`config.mk`:
```
export PLATFORM = sky130hd
export DESIGN_NAME = decode_stage_flat
export DESIGN_NICKNAME = d
export VERILOG_FILES = /design/src/rtl/decode_pkg.sv /design/src/rtl/decode_stage_if.sv /design/src/rtl/decode_ctrl.sv /design/src/rtl/decode_stage.sv /design/src/flat_wrapper.sv
export SDC_FILE = /design/constraint.sdc
export NUM_CORES = 1
export LEC_CHECK = 0
export ABC_AREA = 1
export CAP_MARGIN = 20
export CELL_PAD_IN_SITES_DETAIL_PLACEMENT = 0
export CELL_PAD_IN_SITES_GLOBAL_PLACEMENT = 1
export CORE_MARGIN = 2
export CORE_UTILIZATION = 34
export CTS_BUF_LIST = sky130_fd_sc_hd__clkbuf_4 sky130_fd_sc_hd__clkbuf_8 sky130_fd_sc_hd__clkbuf_16
export DETAILED_ROUTE_END_ITERATION = 7
export PLACE_DENSITY_LB_ADDON = 0.08
export SKIP_LAST_GASP = 1
export SYNTH_ARGS = -nofsm -noshare
export SYNTH_HDL_FRONTEND = slang
export SYNTH_SLANG_ARGS = --single-unit
```
`constraint.sdc`:
```
create_clock -name clk -period 7.4 [get_ports clk]
set_clock_uncertainty 0.05 [all_clocks]
set_input_delay 1.85 -clock clk [delete_from_list [all_inputs] [get_ports clk]]
set_output_delay 1.85 -clock clk [all_outputs]
set_load 0.03 [all_outputs]
```
`src/rtl/decode_pkg.sv`:
```
// decode_pkg: MIPS-I opcode/funct constants, ALU code enum and decode control bundle
package decode_pkg;

    localparam logic [5:0] OP_R      = 6'h00;
    localparam logic [5:0] OP_REGIMM = 6'h01;
    localparam logic [5:0] OP_J      = 6'h02;
    localparam logic [5:0] OP_BEQ    = 6'h04;
    localparam logic [5:0] OP_BNE    = 6'h05;
    localparam logic [5:0] OP_BLEZ   = 6'h06;
    localparam logic [5:0] OP_BGTZ   = 6'h07;
    localparam logic [5:0] OP_ADDI   = 6'h08;
    localparam logic [5:0] OP_ADDIU  = 6'h09;
    localparam logic [5:0] OP_SLTI   = 6'h0a;
    localparam logic [5:0] OP_SLTIU  = 6'h0b;
    localparam logic [5:0] OP_ANDI   = 6'h0c;
    localparam logic [5:0] OP_ORI    = 6'h0d;
    localparam logic [5:0] OP_XORI   = 6'h0e;
    localparam logic [5:0] OP_LW     = 6'h23;
    localparam logic [5:0] OP_SW     = 6'h2b;

    localparam logic [5:0] FN_SLL  = 6'h00;
    localparam logic [5:0] FN_SRL  = 6'h02;
    localparam logic [5:0] FN_SRA  = 6'h03;
    localparam logic [5:0] FN_SLLV = 6'h04;
    localparam logic [5:0] FN_SRLV = 6'h06;
    localparam logic [5:0] FN_SRAV = 6'h07;
    localparam logic [5:0] FN_JR   = 6'h08;
    localparam logic [5:0] FN_ADD  = 6'h20;
    localparam logic [5:0] FN_ADDU = 6'h21;
    localparam logic [5:0] FN_SUB  = 6'h22;
    localparam logic [5:0] FN_SUBU = 6'h23;
    localparam logic [5:0] FN_AND  = 6'h24;
    localparam logic [5:0] FN_OR   = 6'h25;
    localparam logic [5:0] FN_XOR  = 6'h26;
    localparam logic [5:0] FN_NOR  = 6'h27;
    localparam logic [5:0] FN_SLT  = 6'h2a;
    localparam logic [5:0] FN_SLTU = 6'h2b;

    localparam logic [4:0] RT_BLTZ = 5'd0;
    localparam logic [4:0] RT_BGEZ = 5'd1;

    typedef enum logic [4:0] {
        ALU_ADD  = 5'd0,  ALU_AND  = 5'd1,  ALU_XOR  = 5'd2,  ALU_OR   = 5'd3,
        ALU_NOR  = 5'd4,  ALU_SUB  = 5'd5,  ALU_ANDI = 5'd6,  ALU_XORI = 5'd7,
        ALU_ORI  = 5'd8,  ALU_JR   = 5'd9,  ALU_BEQ  = 5'd10, ALU_BNE  = 5'd11,
        ALU_BGEZ = 5'd12, ALU_BGTZ = 5'd13, ALU_BLEZ = 5'd14, ALU_BLTZ = 5'd15,
        ALU_SLL  = 5'd16, ALU_SRL  = 5'd17, ALU_SRA  = 5'd18, ALU_SLT  = 5'd19,
        ALU_SLTU = 5'd20
    } alu_t;

    typedef struct packed {
        logic memtoreg;
        logic regwrite;
        logic memwrite;
        logic memread;
        logic alusrca;
        logic alusrcb;
        logic regdst;
        logic j;
        logic jr;
        logic illegal;
    } ctrl_t;

endpackage

```
`src/rtl/decode_stage_if.sv`:
```
// decode_stage_if: ID/EX register bundle between decode (master) and execute (slave)
//   valid/ready handshake, pc, register fields, immediate, jump target, alucode, control bits
interface decode_stage_if #(
    parameter int XLEN = 32
);
    logic            valid;
    logic            ready;
    logic [XLEN-1:0] pc;
    logic [4:0]      rs;
    logic [4:0]      rt;
    logic [4:0]      rd;
    logic [4:0]      shamt;
    logic [XLEN-1:0] imm;
    logic [XLEN-1:0] jtarget;
    logic [4:0]      alucode;
    logic            memtoreg;
    logic            regwrite;
    logic            memwrite;
    logic            memread;
    logic            alusrca;
    logic            alusrcb;
    logic            regdst;
    logic            j;
    logic            jr;
    logic            illegal;

    modport master (
        output valid, pc, rs, rt, rd, shamt, imm, jtarget, alucode,
               memtoreg, regwrite, memwrite, memread, alusrca, alusrcb, regdst, j, jr, illegal,
        input  ready
    );

    modport slave (
        input  valid, pc, rs, rt, rd, shamt, imm, jtarget, alucode,
               memtoreg, regwrite, memwrite, memread, alusrca, alusrcb, regdst, j, jr, illegal,
        output ready
    );
endinterface

```
`src/rtl/decode_ctrl.sv`:
```
// decode_ctrl: combinational MIPS-I decoder
//   instr -> ctrl (control bits incl. illegal), alucode, extended imm, uses_rs/uses_rt
module decode_ctrl
    import decode_pkg::*;
#(
    parameter int XLEN = 32
) (
    input  logic [31:0]     instr,
    output ctrl_t           ctrl,
    output alu_t            alucode,
    output logic [XLEN-1:0] imm,
    output logic            uses_rs,
    output logic            uses_rt
);
    logic [5:0] op;
    logic [5:0] fn;
    logic [4:0] rt;
    logic r_alu, sh_imm, sh_var, is_jr, i_alu, is_lw, is_sw, is_br, is_j, sext, zext, legal;
    logic nop, kill;
    alu_t alu;

    assign op = instr[31:26];
    assign fn = instr[5:0];
    assign rt = instr[20:16];

    always_comb begin
        {r_alu, sh_imm, sh_var, is_jr, i_alu, is_lw, is_sw, is_br, is_j, sext, zext} = '0;
        legal = 1'b1;
        alu   = ALU_ADD;
        case (op)
            OP_R: begin
                case (fn)
                    FN_ADD, FN_ADDU: begin r_alu = 1'b1; alu = ALU_ADD;  end
                    FN_SUB, FN_SUBU: begin r_alu = 1'b1; alu = ALU_SUB;  end
                    FN_AND:          begin r_alu = 1'b1; alu = ALU_AND;  end
                    FN_OR:           begin r_alu = 1'b1; alu = ALU_OR;   end
                    FN_XOR:          begin r_alu = 1'b1; alu = ALU_XOR;  end
                    FN_NOR:          begin r_alu = 1'b1; alu = ALU_NOR;  end
                    FN_SLT:          begin r_alu = 1'b1; alu = ALU_SLT;  end
                    FN_SLTU:         begin r_alu = 1'b1; alu = ALU_SLTU; end
                    FN_SLL:          begin sh_imm = 1'b1; alu = ALU_SLL; end
                    FN_SRL:          begin sh_imm = 1'b1; alu = ALU_SRL; end
                    FN_SRA:          begin sh_imm = 1'b1; alu = ALU_SRA; end
                    FN_SLLV:         begin sh_var = 1'b1; alu = ALU_SLL; end
                    FN_SRLV:         begin sh_var = 1'b1; alu = ALU_SRL; end
                    FN_SRAV:         begin sh_var = 1'b1; alu = ALU_SRA; end
                    FN_JR:           begin is_jr = 1'b1;  alu = ALU_JR;  end
                    default:         legal = 1'b0;
                endcase
            end
            OP_REGIMM: begin
                is_br = 1'b1;
                sext  = 1'b1;
                alu   = (rt == RT_BLTZ) ? ALU_BLTZ : ALU_BGEZ;
                legal = (rt == RT_BLTZ) || (rt == RT_BGEZ);
            end
            OP_J:               is_j = 1'b1;
            OP_BEQ:             begin is_br = 1'b1; sext = 1'b1; alu = ALU_BEQ;  end
            OP_BNE:             begin is_br = 1'b1; sext = 1'b1; alu = ALU_BNE;  end
            OP_BLEZ:            begin is_br = 1'b1; sext = 1'b1; alu = ALU_BLEZ; end
            OP_BGTZ:            begin is_br = 1'b1; sext = 1'b1; alu = ALU_BGTZ; end
            OP_ADDI, OP_ADDIU:  begin i_alu = 1'b1; sext = 1'b1; alu = ALU_ADD;  end
            OP_SLTI:            begin i_alu = 1'b1; sext = 1'b1; alu = ALU_SLT;  end
            OP_SLTIU:           begin i_alu = 1'b1; sext = 1'b1; alu = ALU_SLTU; end
            OP_ANDI:            begin i_alu = 1'b1; zext = 1'b1; alu = ALU_ANDI; end
            OP_ORI:             begin i_alu = 1'b1; zext = 1'b1; alu = ALU_ORI;  end
            OP_XORI:            begin i_alu = 1'b1; zext = 1'b1; alu = ALU_XORI; end
            OP_LW:              begin is_lw = 1'b1; sext = 1'b1; end
            OP_SW:              begin is_sw = 1'b1; sext = 1'b1; end
            default:            legal = 1'b0;
        endcase
    end

    // The all-zero word would otherwise decode as SLL $0,$0,0; it is a pure NOP.
    assign nop  = (instr == 32'd0);
    assign kill = nop || !legal;

    assign ctrl = '{
        memtoreg: !kill && is_lw,
        regwrite: !kill && (is_lw || r_alu || sh_imm || sh_var || i_alu),
        memwrite: !kill && is_sw,
        memread:  !kill && is_lw,
        alusrca:  !kill && sh_imm,
        alusrcb:  !kill && (i_alu || is_lw || is_sw),
        regdst:   !kill && (r_alu || sh_imm || sh_var),
        j:        !kill && is_j,
        jr:       !kill && is_jr,
        illegal:  !legal
    };

    assign alucode = kill ? ALU_ADD : alu;
    assign imm     = kill ? '0
                   : sext ? {{(XLEN-16){instr[15]}}, instr[15:0]}
                   : zext ? {{(XLEN-16){1'b0}}, instr[15:0]}
                   : '0;

    assign uses_rs = !(nop || sh_imm || is_j);
    assign uses_rt = ((op == OP_R) && !nop) || is_sw || (op == OP_BEQ) || (op == OP_BNE);

endmodule

```
`src/rtl/decode_stage.sv`:
```
// decode_stage: registered MIPS-I decode with valid/ready, load-use bubble, flush and ID/EX register
//   clk, reset (async, active-high); fetch side: if_valid, if_instr, if_pc, id_ready;
//   flush from EX; ex: decode_stage_if master carrying the ID/EX register and ex ready.
//   Optional DECODE_PERF_CNT_EN adds perf_stall_cnt / perf_flush_cnt outputs.
module decode_stage
    import decode_pkg::*;
#(
    parameter int XLEN   = 32,
    parameter int PERF_W = 32
) (
    input  logic            clk,
    input  logic            reset,
    input  logic            if_valid,
    input  logic [31:0]     if_instr,
    input  logic [XLEN-1:0] if_pc,
    output logic            id_ready,
    input  logic            flush,
    decode_stage_if.master  ex
`ifdef DECODE_PERF_CNT_EN
    ,
    output logic [PERF_W-1:0] perf_stall_cnt,
    output logic [PERF_W-1:0] perf_flush_cnt
`endif
);
    if (XLEN < 32 || PERF_W < 1) begin : g_param_check
        $error("decode_stage: XLEN must be >= 32 and PERF_W >= 1");
    end

    typedef struct packed {
        logic            valid;
        logic [XLEN-1:0] pc;
        logic [XLEN-1:0] imm;
        logic [XLEN-1:0] jtarget;
        logic [4:0]      rs;
        logic [4:0]      rt;
        logic [4:0]      rd;
        logic [4:0]      shamt;
        alu_t            alucode;
        ctrl_t           ctrl;
    } idex_t;

    typedef enum logic {RUN, BUBBLE} state_t;

    state_t          state;
    idex_t           r;
    idex_t           d;
    ctrl_t           ctrl;
    alu_t            alucode;
    logic [XLEN-1:0] imm;
    logic            uses_rs, uses_rt, advance, hazard, stall, take;

    decode_ctrl #(.XLEN(XLEN)) u_ctrl (
        .instr   (if_instr),
        .ctrl    (ctrl),
        .alucode (alucode),
        .imm     (imm),
        .uses_rs (uses_rs),
        .uses_rt (uses_rt)
    );

    assign advance  = !r.valid || ex.ready;
    assign hazard   = if_valid && r.valid && r.ctrl.memread && (r.rt != 5'd0) &&
                      ((uses_rs && if_instr[25:21] == r.rt) || (uses_rt && if_instr[20:16] == r.rt));
    assign stall    = hazard && (state == RUN) && !flush;
    assign id_ready = advance && !stall;
    assign take     = if_valid && !flush && !stall;

    // (pc+4)[XLEN-1:28] only differs from pc[XLEN-1:28] when pc[27:2] is all ones.
    always_comb
        d = take ? '{
            valid:   1'b1,
            pc:      if_pc,
            imm:     imm,
            jtarget: {if_pc[XLEN-1:28] + (XLEN-28)'(&if_pc[27:2]), if_instr[25:0], 2'b00},
            rs:      if_instr[25:21],
            rt:      if_instr[20:16],
            rd:      if_instr[15:11],
            shamt:   if_instr[10:6],
            alucode: alucode,
            ctrl:    ctrl
        } : '0;

    always_ff @(posedge clk or posedge reset)
        if (reset) begin
            state <= RUN;
            r     <= '0;
        end else begin
            if (advance) r <= d;
            state <= flush ? RUN : !advance ? state : stall ? BUBBLE : RUN;
        end

`ifdef DECODE_PERF_CNT_EN
    always_ff @(posedge clk or posedge reset)
        if (reset) begin
            perf_stall_cnt <= '0;
            perf_flush_cnt <= '0;
        end else begin
            perf_stall_cnt <= perf_stall_cnt + PERF_W'(stall && advance);
            perf_flush_cnt <= perf_flush_cnt + PERF_W'(flush && if_valid);
        end
`endif

    assign ex.valid    = r.valid;
    assign ex.pc       = r.pc;
    assign ex.rs       = r.rs;
    assign ex.rt       = r.rt;
    assign ex.rd       = r.rd;
    assign ex.shamt    = r.shamt;
    assign ex.imm      = r.imm;
    assign ex.jtarget  = r.jtarget;
    assign ex.alucode  = r.alucode;
    assign ex.memtoreg = r.ctrl.memtoreg;
    assign ex.regwrite = r.ctrl.regwrite;
    assign ex.memwrite = r.ctrl.memwrite;
    assign ex.memread  = r.ctrl.memread;
    assign ex.alusrca  = r.ctrl.alusrca;
    assign ex.alusrcb  = r.ctrl.alusrcb;
    assign ex.regdst   = r.ctrl.regdst;
    assign ex.j        = r.ctrl.j;
    assign ex.jr       = r.ctrl.jr;
    assign ex.illegal  = r.ctrl.illegal;

endmodule

```
`src/flat_wrapper.sv`:
```
// flat-port wrapper written by rule: the top's interface ports become plain ports
module decode_stage_flat import decode_pkg::*;
#(
    parameter int XLEN   = 32,
    parameter int PERF_W = 32
)
  (clk, reset, if_valid, if_instr, if_pc, id_ready, flush, ex_valid, ex_pc, ex_rs, ex_rt, ex_rd, ex_shamt, ex_imm, ex_jtarget, ex_alucode, ex_memtoreg, ex_regwrite, ex_memwrite, ex_memread, ex_alusrca, ex_alusrcb, ex_regdst, ex_j, ex_jr, ex_illegal, ex_ready);
  decode_stage_if #(.XLEN(XLEN)) ex_i ();
  input  logic clk;
  input  logic reset;
  input  logic if_valid;
  input  logic [31:0] if_instr;
  input  logic [XLEN-1:0] if_pc;
  output logic id_ready;
  input  logic flush;
  output wire logic [$bits(ex_i.valid)-1:0] ex_valid;
  output wire logic [$bits(ex_i.pc)-1:0] ex_pc;
  output wire logic [$bits(ex_i.rs)-1:0] ex_rs;
  output wire logic [$bits(ex_i.rt)-1:0] ex_rt;
  output wire logic [$bits(ex_i.rd)-1:0] ex_rd;
  output wire logic [$bits(ex_i.shamt)-1:0] ex_shamt;
  output wire logic [$bits(ex_i.imm)-1:0] ex_imm;
  output wire logic [$bits(ex_i.jtarget)-1:0] ex_jtarget;
  output wire logic [$bits(ex_i.alucode)-1:0] ex_alucode;
  output wire logic [$bits(ex_i.memtoreg)-1:0] ex_memtoreg;
  output wire logic [$bits(ex_i.regwrite)-1:0] ex_regwrite;
  output wire logic [$bits(ex_i.memwrite)-1:0] ex_memwrite;
  output wire logic [$bits(ex_i.memread)-1:0] ex_memread;
  output wire logic [$bits(ex_i.alusrca)-1:0] ex_alusrca;
  output wire logic [$bits(ex_i.alusrcb)-1:0] ex_alusrcb;
  output wire logic [$bits(ex_i.regdst)-1:0] ex_regdst;
  output wire logic [$bits(ex_i.j)-1:0] ex_j;
  output wire logic [$bits(ex_i.jr)-1:0] ex_jr;
  output wire logic [$bits(ex_i.illegal)-1:0] ex_illegal;
  input wire logic [$bits(ex_i.ready)-1:0] ex_ready;
  assign ex_valid = ex_i.valid;
  assign ex_pc = ex_i.pc;
  assign ex_rs = ex_i.rs;
  assign ex_rt = ex_i.rt;
  assign ex_rd = ex_i.rd;
  assign ex_shamt = ex_i.shamt;
  assign ex_imm = ex_i.imm;
  assign ex_jtarget = ex_i.jtarget;
  assign ex_alucode = ex_i.alucode;
  assign ex_memtoreg = ex_i.memtoreg;
  assign ex_regwrite = ex_i.regwrite;
  assign ex_memwrite = ex_i.memwrite;
  assign ex_memread = ex_i.memread;
  assign ex_alusrca = ex_i.alusrca;
  assign ex_alusrcb = ex_i.alusrcb;
  assign ex_regdst = ex_i.regdst;
  assign ex_j = ex_i.j;
  assign ex_jr = ex_i.jr;
  assign ex_illegal = ex_i.illegal;
  assign ex_i.ready = ex_ready;
  decode_stage #(.XLEN(XLEN), .PERF_W(PERF_W)) u_core (.clk(clk), .reset(reset), .if_valid(if_valid), .if_instr(if_instr), .if_pc(if_pc), .id_ready(id_ready), .flush(flush), .ex(ex_i));
endmodule
```
After elaboration in Yosys (flattened, before gate mapping)
Cells that the tools add are included.

word-level totals
  bits in registers = 133
  input port bits = 69
  output and inout bits = 133
  word-level logic and storage cells = 146

cells by class
  $add $sub $neg = 1
  equality and inequality tests = 34
  muxes and demuxes = 27
  bitwise operators = 1
  reductions and logical operators = 63

operator list
  operator              count
  $mux W132             1
  $pmux W5 S11          2
  $eq A6 B6 Y1 const B  12
  $mux W32              2
  $eq A6 B4 Y1 const B  8
  $eq A6 B3 Y1 const B  7
  $logic_not A32 Y1     1
  $reduce_and A26 Y1    1
  $logic_and A1 B1 Y1   20
  $eq A6 B2 Y1 const B  3
  $mux W1               18
  $logic_or A1 B1 Y1    17
  $reduce_or A17 Y1     1
  $mux W16              1
  $reduce_or A14 Y1     1
  $logic_not A6 Y1      2
  $reduce_or A11 Y1     1
  $eq A5 B5 Y1          2
  $reduce_or A10 Y1     1
  $reduce_or A3 Y1      3
  $reduce_or A2 Y1      4
  $logic_not A1 Y1      7
  $reduce_or A7 Y1      1
  $eq A6 B1 Y1 const B  1
  other kinds (9)       9

Depth between registers and ports, before layout
Gate-level depths: netlist (run 1).

  word-level depth = 15
  gate-level depth with buffers = 14
  mapped depth without buffers = 13

Modules after synthesis
From an unflattened synthesis (run 1), not the netlist that was laid out.

unflattened totals
  cells, all modules = 815
  area total of the unflattened synthesis = 6153.4 µm²

by module, submodules not included
  module        times used  cells an instance  area an instance (µm²)  sequential area each (µm²)
  decode_stage  1           595                5087.4                  2777.7
  decode_ctrl   1           220                1066.0                  0.0

Worst setup path after synthesis (run 1)
Ideal clock, no wire load.

  path type = input to output
  start = input if_instr[27]
  end = output id_ready
  arrival time = 3.018 ns
  data required time = 5.500 ns
  setup slack = 2.482 ns
  stages on the path = 9
  path buffers = 0
  cell sequence = nor2_1 -> nand2_1 -> nor2_1 -> nand2_1 -> o21ai_1 -> nand2_1 -> nand2_1 -> nand2_1 -> a21oi_1

on the way
  cells in the longest elaborated chain, start to end = 13
  elaborated cells on any way between the ends = 25
  those cells by class = eq/ne: 4; mux: 3; reduce/logical: 18

ends and longest elaborated chain
  what                                  RTL line            RTL
  start: declaration                    flat_wrapper.sv:12  input logic [31:0] if_instr;
  $logic_not A32 Y1                     decode_ctrl.sv:75   assign nop = (instr == 32'd0);
  $logic_not A1 Y1                      decode_ctrl.sv:98   assign uses_rt = ((op == OP_R) && !nop) || is_sw || (op == OP_BEQ) || (op == OP_BNE);
  $logic_and A1 B1 Y1                   decode_ctrl.sv:98
  $logic_or A1 B1 Y1 (3 in a row)       decode_ctrl.sv:98
  $logic_and A1 B1 Y1                   decode_stage.sv:63  ((uses_rs && if_instr[25:21] == r.rt) || (uses_rt && if_instr[20:16] == r.rt));
  $logic_or A1 B1 Y1 (*)                decode_stage.sv:63
  $logic_and A1 B1 Y1 (*)               decode_stage.sv:62  assign hazard = if_valid && r.valid && r.ctrl.memread && (r.rt != 5'd0) &&
  $logic_and A1 B1 Y1 (*) (2 in a row)  decode_stage.sv:64  assign stall = hazard && (state == RUN) && !flush;
  $logic_not A1 Y1 (*)                  decode_stage.sv:65  assign id_ready = advance && !stall;
  $logic_and A1 B1 Y1 (*)               decode_stage.sv:65
  end: declaration                      flat_wrapper.sv:14  output logic id_ready;

Mark *: on every way between the ends. The rest lies on a longest branch, timed or not.

Final worst setup path (run 1)
  start = input if_instr[1]
  end = output id_ready

on the way
  cells in the longest elaborated chain, start to end = 14
  elaborated cells on any way between the ends = 23
  those cells by class = eq/ne: 2; mux: 2; reduce/logical: 19

ends and longest elaborated chain
  what                                              RTL line            RTL
  $eq A6 B2 Y1 or $logic_not A6 Y1 (tied branches)  decode_ctrl.sv:32   case (fn)
  $reduce_or A3 Y1 (no line)                        --
  $mux W1                                           decode_ctrl.sv:32
  $mux W1                                           decode_ctrl.sv:30   case (op)
  $logic_or A1 B1 Y1 (2 in a row)                   decode_ctrl.sv:97   assign uses_rs = !(nop || sh_imm || is_j);
  $logic_not A1 Y1                                  decode_ctrl.sv:97
  $logic_and A1 B1 Y1                               decode_stage.sv:63
  $logic_or A1 B1 Y1 (*)                            decode_stage.sv:63
  $logic_and A1 B1 Y1 (*)                           decode_stage.sv:62
  $logic_and A1 B1 Y1 (*) (2 in a row)              decode_stage.sv:64
  $logic_not A1 Y1 (*)                              decode_stage.sv:65
  $logic_and A1 B1 Y1 (*)                           decode_stage.sv:65

Marked as above.

==> summary.log, run 1 <==
INFO  grt            grt_usage=0.2188
INFO  power_and_ir_drop switching_power=0.4024mW
INFO  sta            final_max_slew_violation_count=0
INFO  yosys          post_synth_edffs=0
INFO  floorplan      design.portCount=202
INFO  worst_setup_path crit_path_end=id_ready
INFO  power_and_ir_drop total_leakage_power=3.574nW
INFO  place          detailedPlacementHpwl=12560um
INFO  run_status     status=complete, no violations
INFO  min_path       timing.hold.worst.class=reg -> reg
INFO  sta            finalCritPeriodShare=0.8166
INFO  yosys          yosys_most_used_dff=sky130_fd_sc_hd__dfrtp_1
INFO  routing        detail_route.iter0.violations=465
INFO  clock_tree     number_of_buffers_added_to_fix_hold_violations_after_cts=0
INFO  clock_tree     path_clk_slew=0.07ns
INFO  grt            antenna_found_initial=0
INFO  yosys          syn-cell-area=5366um^2
INFO  power_and_ir_drop power_frac_seq=0.419
INFO  routing        drt-vias-per-instance=5.018
INFO  worst_setup_path crit-reg2reg-capture=u_core.ex.shamt[1]$_DFFE_PP0P_
INFO  yosys          synth.yosys.seq_area_share=0.4430
INFO  worst_setup_path cp_data_required_time=5.50ns
INFO  worst_setup_path timing.reg2reg.worst_path_depth=7
INFO  grt            grt_start_max_net_pins=96
INFO  clock_tree     ctsHtreeMaxLevel=3
INFO  worst_setup_path critical_path_arrival=4.14ns
INFO  clock_tree     clkSinkCount=95
INFO  floorplan      fp.dieArea=16800um^2
INFO  power_and_ir_drop clock_power_share=0.372
INFO  clock_tree     insertion_delay=0.35ns
INFO  floorplan      core_area=15310um^2
INFO  sta            finalWorstSetupSlack=1.357ns
INFO  routing        dr.pass1.iters=4
INFO  power_and_ir_drop share_comb_of_total_power=0.208
INFO  clock_tree     cts_buffers=9
INFO  clock_tree     cts_buffer_depth=2
INFO  clock_tree     cts_tree=built
INFO  worst_setup_path worstPathMaxFanout=7
INFO  sta            rsz0062_at_grt=false
INFO  routing        finalWirelength=18070um
INFO  power_and_ir_drop cellPowerDensity=176.9nW/um^2
INFO  final_layout   area_delta_synth_final=39.29%
INFO  final_layout   seqCellArea=2377um^2
INFO  routing        remaining_drc_errors=0
INFO  place          placement.io_buffers=199
INFO  worst_setup_path critPathLaunch=if_instr[1]
INFO  final_layout   fillCellCount=1540
INFO  sta            slew-limit-headroom=0.3124
INFO  floorplan      floorplan.initialDensity=0.3504
INFO  yosys          synth_seq_cells=95
INFO  sta            period_minus_slack=6.043ns
INFO  final_layout   area_taken_by_multi_input_logic_gates=2362um^2
INFO  worst_setup_path timing.critical_path.cells=clkdlybuf4s50_1, inv_1, nand2_1, nand3_1, nand3b_1, nand4_1, nand2_1, a21oi_1, clkdlybuf4s50_1
INFO  final_layout   num-nets-final=913
INFO  clock_tree     postCtsSetupBuffers=0
INFO  clock_tree     cts-root-buf=sky130_fd_sc_hd__clkbuf_16
INFO  floorplan      placement_rows=45
INFO  sta            max_slew.worst_pin.slew=1.031ns
INFO  power_and_ir_drop switching_share=0.3042
INFO  routing        antenna_viol_nets_final=0
INFO  yosys          cell_type_with_the_largest_total_area_after_synthesis=sky130_fd_sc_hd__dfrtp_1
INFO  sta            setup_viol=0
INFO  grt            grt_pass1_wl=28590um
INFO  worst_setup_path worstSetupStartpointType=input pin
INFO  yosys          post_synth_main_area_contributors=sky130_fd_sc_hd__dfrtp_1, sky130_fd_sc_hd__nand2_1, sky130_fd_sc_hd__nand4_1
INFO  worst_setup_path timing.rr.start=u_core.ex.jtarget[22]$_DFFE_PP0P_
INFO  routing        wl_per_cell=17.08um
INFO  worst_setup_path critPathCaptureType=output port
INFO  yosys          ys_warn_count=0
INFO  power_and_ir_drop vdd.ir_drop.worst=87.44uV
INFO  place          detailedPlace.worstSlack=1.363ns
INFO  yosys          post_synth_inst_count=709
INFO  sta            setup_total_negative_slack=0ns
INFO  worst_setup_path slack_of_the_worst_reg_to_reg_path=4.82ns
INFO  yosys          netlist.area_leader.share=0.4430
INFO  grt            overflow=0
INFO  run            max_cap_violations=0
INFO  clock_tree     cts.repair.resized=0
INFO  sta            timing.final.hold_violations=0
INFO  yosys          ys_types=33
INFO  yosys          synthTopCellsByCount=sky130_fd_sc_hd__nand2_1, sky130_fd_sc_hd__nand4_1, sky130_fd_sc_hd__dfrtp_1, sky130_fd_sc_hd__nor2_1, sky130_fd_sc_hd__buf_4
INFO  yosys          most_frequent_cell_after_synthesis=sky130_fd_sc_hd__nand2_1
INFO  worst_setup_path critical_path_class=in -> out
INFO  final_layout   insertedDiodeCount=0
INFO  power_and_ir_drop cell_internal_pwr=0.9202mW
INFO  routing        vias=5309
INFO  worst_setup_path slowest_stage=sky130_fd_sc_hd__clkdlybuf4s50_1
INFO  floorplan      dieWidth=129.6um
INFO  place          routabilityCongestion=0.8579
INFO  yosys          postSynth.asyncResetShare=1.000
INFO  worst_setup_path slowest_cell_delay_on_critical_path=0.72ns
INFO  yosys          synth.avg_cell_area=7.569um^2
INFO  floorplan      die_h=129.6um
INFO  final_layout   layout-drive-gt1-share=0.04841
INFO  sta            max_freq=165.5MHz
INFO  grt            grt_pass1_vias=5241
-- cell usage in the layout, fill, tap and decap left out, drive strengths merged, types with 3 or more instances in the layout --
cell / netlist / final
dfrtp: 95 / 95
inv: 35 / 38
nand3b: 3 / 3
xnor2: 7 / 7
nand4: 104 / 104
nand3: 23 / 23
nor3: 3 / 3
a21oi: 4 / 4
nand2: 247 / 247
clkdlybuf4s50: 0 / 199
xor2: 3 / 3
o21ai: 22 / 22
buf: 55 / 4
nor2: 72 / 72
clkbuf: 27 / 10
-- layer usage --
layer / vias to the layer above / part of all wire / global-route usage
li1: 2577 / - / -
met5: - / 0 / 0
met4: 0 / 0.014 / 0.07464
met1: 2542 / 0.48 / 0.3136
met3: 16 / 0.069 / 0.04294
met2: 174 / 0.44 / 0.3308
-- worst max-delay path: cells and delay by family --
kind | cells | cell delay (ns)
AND/OR/NAND/NOR | 5 | 0.65
buffers and inverters | 3 | 1.48
AO/OA/AOI/OAI | 1 | 0.15
-- registers in the layout (all words and copies together) (netlist names), 4 cells and up --
| register | flops |
|---|---|
| u_core.ex.rt | 4 |
| u_core.ex.pc | 32 |
| u_core.ex.rd | 4 |
| u_core.ex.jtarget | 14 |
| u_core.ex.alucode | 5 |
| u_core.ex.imm | 17 |
| u_core.ex.rs | 4 |
| u_core.ex.shamt | 4 |
-- power groups by stage --
stage               combinational, mW  sequential (mW)  clock [mW]
floorplan                       0.112            0.605           0
global placement                0.276            0.564           0
detailed placement              0.277            0.565           0
CTS                             0.278            0.555       0.505
global route                    0.297            0.558       0.528
finish                          0.276            0.555       0.492
-- cell type report --
class | count | share of cell area
clock inverters | 6 | 0.009876
repair buffers | 203 | 0.2705
well taps | 211 | 0.03532
clock buffers | 10 | 0.03197
inverters | 35 | 0.01825
multi-input cells | 498 | 0.3160
flip-flops and latches | 95 | 0.3180
-- through the flow --
| step | std cells | utilization | hold WS (ns) | instance area (um^2) | power, mW |
|---|---|---|---|---|---|
| 2_1_floorplan | 710 | - | 0.4037 | 5370 | 0.7166 |
| 3_3_place_gp | 1042 | 0.4676 | 0.4132 | 7162 | 0.8405 |
| 3_5_place_dp | 1042 | 0.4676 | 0.4147 | 7162 | 0.8417 |
| 4_1_cts | 1058 | 0.4881 | 0.4338 | 7475 | 1.338 |
| 5_1_grt | 1058 | 0.4881 | 0.4531 | 7475 | 1.383 |
| 6_report | 1058 | 0.4881 | 0.4301 | 7475 | 1.323 |
-- how the worst min path moves through the flow --
stage,start,endpoint,slack (ns),cells past startpoint
after detailed placement,u_core.ex.pc[30]$_DFFE_PP0P_,u_core.ex.pc[30]$_DFFE_PP0P_,0.41,2
final,u_core.ex.alusrcb$_DFFE_PP0P_,u_core.ex.alusrcb$_DFFE_PP0P_,0.43,2
after floorplan,u_core.state$_DFFE_PP0P_,u_core.state$_DFFE_PP0P_,0.40,2
after global routing,u_core.ex.alusrcb$_DFFE_PP0P_,u_core.ex.alusrcb$_DFFE_PP0P_,0.45,2
after CTS,u_core.ex.pc[7]$_DFFE_PP0P_,u_core.ex.pc[7]$_DFFE_PP0P_,0.43,2
after global placement,u_core.ex.alucode[0]$_DFFE_PP0P_,u_core.ex.alucode[0]$_DFFE_PP0P_,0.41,2
-- cell families (layout without fill, tap and decap cells) --
| logic type | count (synthesis) | count (layout) | synth area share |
|---|---|---|---|
| AND/OR/NAND/NOR | 456 | 456 | 0.3868 |
| buffers and inverters | 117 | 254 | 0.1212 |
| flip-flops | 95 | 95 | 0.4430 |
| AO/OA/AOI/OAI | 28 | 28 | 0.02728 |
| XOR/XNOR | 10 | 10 | 0.01632 |
| adder cells (fa/ha/maj) | 2 | 2 | 0.004662 |
| other | 1 | 2 | 0.0006988 |
No activity file was read; power rests on OpenSTA's default activity.
==> inputs of run 2 (changes only) <==
CORE_UTILIZATION = 28   (was 34)
clock period = 4.9 ns   (was 7.4 ns; I/O delays follow)
==> summary.log, run 2 (synthesis gave the netlist of run 1 again) <==
INFO  routing        remaining_drc_errors=0
INFO  final_layout   area_taken_by_multi_input_logic_gates=2362um^2
INFO  power_and_ir_drop total_leakage_power=3.609nW
INFO  final_layout   num-nets-final=918
INFO  routing        routed.top_layer=met4
INFO  worst_setup_path worstSetupStartpointType=input pin
INFO  sta            hold_slack=0.4301ns
INFO  grt            grt_pass1_vias=5239
INFO  sta            period_minus_slack=4.402ns
INFO  worst_setup_path slowest_stage=sky130_fd_sc_hd__clkdlybuf4s50_1
INFO  min_path       whs_endpoint=u_core.ex.imm[15]$_DFFE_PP0P_
INFO  worst_setup_path crit-reg2reg-capture=u_core.ex.shamt[1]$_DFFE_PP0P_
INFO  floorplan      floorplan.initialDensity=0.2859
INFO  routing        antenna_viol_nets_final=0
INFO  grt            antenna_found_initial=0
INFO  sta            rsz0062_at_grt=false
INFO  worst_setup_path timing.reg2reg.worst_path_depth=8
INFO  sta            finalWorstSetupSlack=0.4978ns
INFO  grt            overflow=0
INFO  clock_tree     cts_tree=built
INFO  sta            max_freq=227.2MHz
INFO  worst_setup_path worstPathMaxFanout=7
INFO  routing        drt-vias-per-instance=4.913
INFO  run_status     status=complete, no violations
INFO  place          routabilityCongestion=0.8426
INFO  grt            grt_pass1_wl=30490um
INFO  power_and_ir_drop vdd.ir_drop.worst=150.9uV
INFO  clock_tree     cts-root-buf=sky130_fd_sc_hd__clkbuf_16
INFO  routing        met2_wirelength=8852um
INFO  floorplan      design.portCount=202
INFO  sta            final_max_slew_violation_count=0
INFO  run            max_cap_violations=0
INFO  floorplan      placement_rows=50
INFO  final_layout   layout-drive-gt1-share=0.05516
INFO  worst_setup_path critPathCaptureType=output port
INFO  clock_tree     path_clk_slew=0.07ns
INFO  final_layout   seqCellArea=2377um^2
INFO  worst_setup_path cp_data_required_time=3.62ns
INFO  sta            finalCritPeriodShare=0.8984
INFO  clock_tree     insertion_delay=0.35ns
INFO  grt            grt_start_max_net_pins=95
INFO  power_and_ir_drop p_total=1.985mW
INFO  power_and_ir_drop cellPowerDensity=262.5nW/um^2
INFO  min_path       worstHoldPathCells=2
INFO  worst_setup_path top_cell_by_count_worst_path=sky130_fd_sc_hd__nand2_2
INFO  final_layout   largest_reg_flops=32
INFO  worst_setup_path critical_path_arrival=3.13ns
INFO  final_layout   layout.cells.most_common_list=sky130_fd_sc_hd__nand2_1, sky130_fd_sc_hd__clkdlybuf4s50_1, sky130_fd_sc_hd__nand4_1, sky130_fd_sc_hd__dfrtp_1, sky130_fd_sc_hd__nor2_1
INFO  floorplan      dieWidth=142.4um
INFO  routing        met3WireLength=859um
INFO  worst_setup_path timing.critical_path.cells=clkdlybuf4s50_1, nor2_2, nand2_2, inv_2, nand2_2, inv_4, nand3b_1, nand4_1, nand2_1, a21oi_1, buf_12
INFO  worst_setup_path critical_path_class=in -> out
INFO  clock_tree     ctsHtreeMaxLevel=3
INFO  sta            setup_viol=0
INFO  place          detailedPlacementHpwl=13960um
INFO  place          placement.io_buffers=199
INFO  worst_setup_path slowest_cell_delay_on_critical_path=0.57ns
INFO  min_path       timing.hold.worst.class=reg -> reg
INFO  sta            max_slew.worst_pin.slew=1.027ns
INFO  clock_tree     number_of_buffers_added_to_fix_hold_violations_after_cts=0
INFO  final_layout   final_common_cell=sky130_fd_sc_hd__nand2_1
INFO  final_layout   fillCellCount=1927
INFO  clock_tree     postCtsSetupBuffers=0
INFO  clock_tree     clkSinkCount=95
INFO  floorplan      core_area=18770um^2
INFO  min_path       holdCritStartpoint=u_core.ex.imm[15]$_DFFE_PP0P_
INFO  routing        finalWirelength=19520um
INFO  floorplan      die_h=142.4um
INFO  sta            slew-limit-headroom=0.3156
INFO  final_layout   area_delta_synth_final=40.92%
INFO  grt            grt_usage=0.1948
INFO  clock_tree     cts.repair.resized=0
INFO  worst_setup_path timing.rr.start=u_core.ex.jtarget[22]$_DFFE_PP0P_
INFO  routing        wl_per_cell=17.98um
INFO  worst_setup_path slack_of_the_worst_reg_to_reg_path=2.47ns
INFO  routing        detail_route.iter0.violations=284
INFO  clock_tree     cts_buffer_depth=2
INFO  routing        dr.pass1.iters=6
INFO  sta            timing.final.hold_violations=0
INFO  clock_tree     cts_buffers=9
INFO  final_layout   insertedDiodeCount=0
INFO  floorplan      fp.dieArea=20290um^2
INFO  place          detailedPlace.worstSlack=0.4774ns
INFO  routing        wl_met1=9555um
INFO  routing        vias=5335
INFO  sta            setup_total_negative_slack=0ns
run 2: metal layers:
layer	GRT usage	up-vias
met3	0.02826	16
met5	0	-
li1	-	2589
met2	0.2988	183
met4	0.05680	0
met1	0.2845	2547
run 2: stage by stage:
stage / util / instance area [um^2] / instances
after floorplan: - / 5370 / 710
after global placement: 0.3853 / 7232 / 1069
after detailed placement: 0.3853 / 7232 / 1069
after CTS: 0.4015 / 7535 / 1085
after global routing: 0.4029 / 7562 / 1086
final: 0.4029 / 7562 / 1086
run 2: how the worst max path moves through the flow:
| stage | startpoint | end | slack (ns) | cells past startpoint |
|---|---|---|---|---|
| floorplan | reset | u_core.ex.alucode[0]$_DFFE_PP0P_ | 1.15 | 1 |
| global placement | if_instr[4] | id_ready | 0.51 | 11 |
| detailed placement | if_instr[29] | id_ready | 0.48 | 11 |
| CTS | if_instr[29] | id_ready | 0.47 | 11 |
| global route | if_instr[29] | id_ready | 0.33 | 11 |
| finish | if_instr[29] | id_ready | 0.50 | 11 |
run 2: critical path, delay by kind of cell:
family	cells	cell delay (ns)
buf+inv	4	0.90
simple gates	6	0.76
compound gates	1	0.25
run 2: final cells by class:
type                       instances  area share
clock inverter                     6    0.008438
clock buffer                      10     0.03160
sequential                        95      0.3144
timing repair buffer             208      0.2763
tap                              234     0.03872
multi-input combinational        498      0.3124
inverter                          35     0.01820
run 2: power breakdown:
part | internal [mW] | switching (mW) | leakage [nW]
sequential | 0.815 | 0.0244 | 1.29
clock | 0.373 | 0.349 | 0.146
combinational | 0.162 | 0.262 | 2.17
total | 1.35 | 0.635 | 3.61
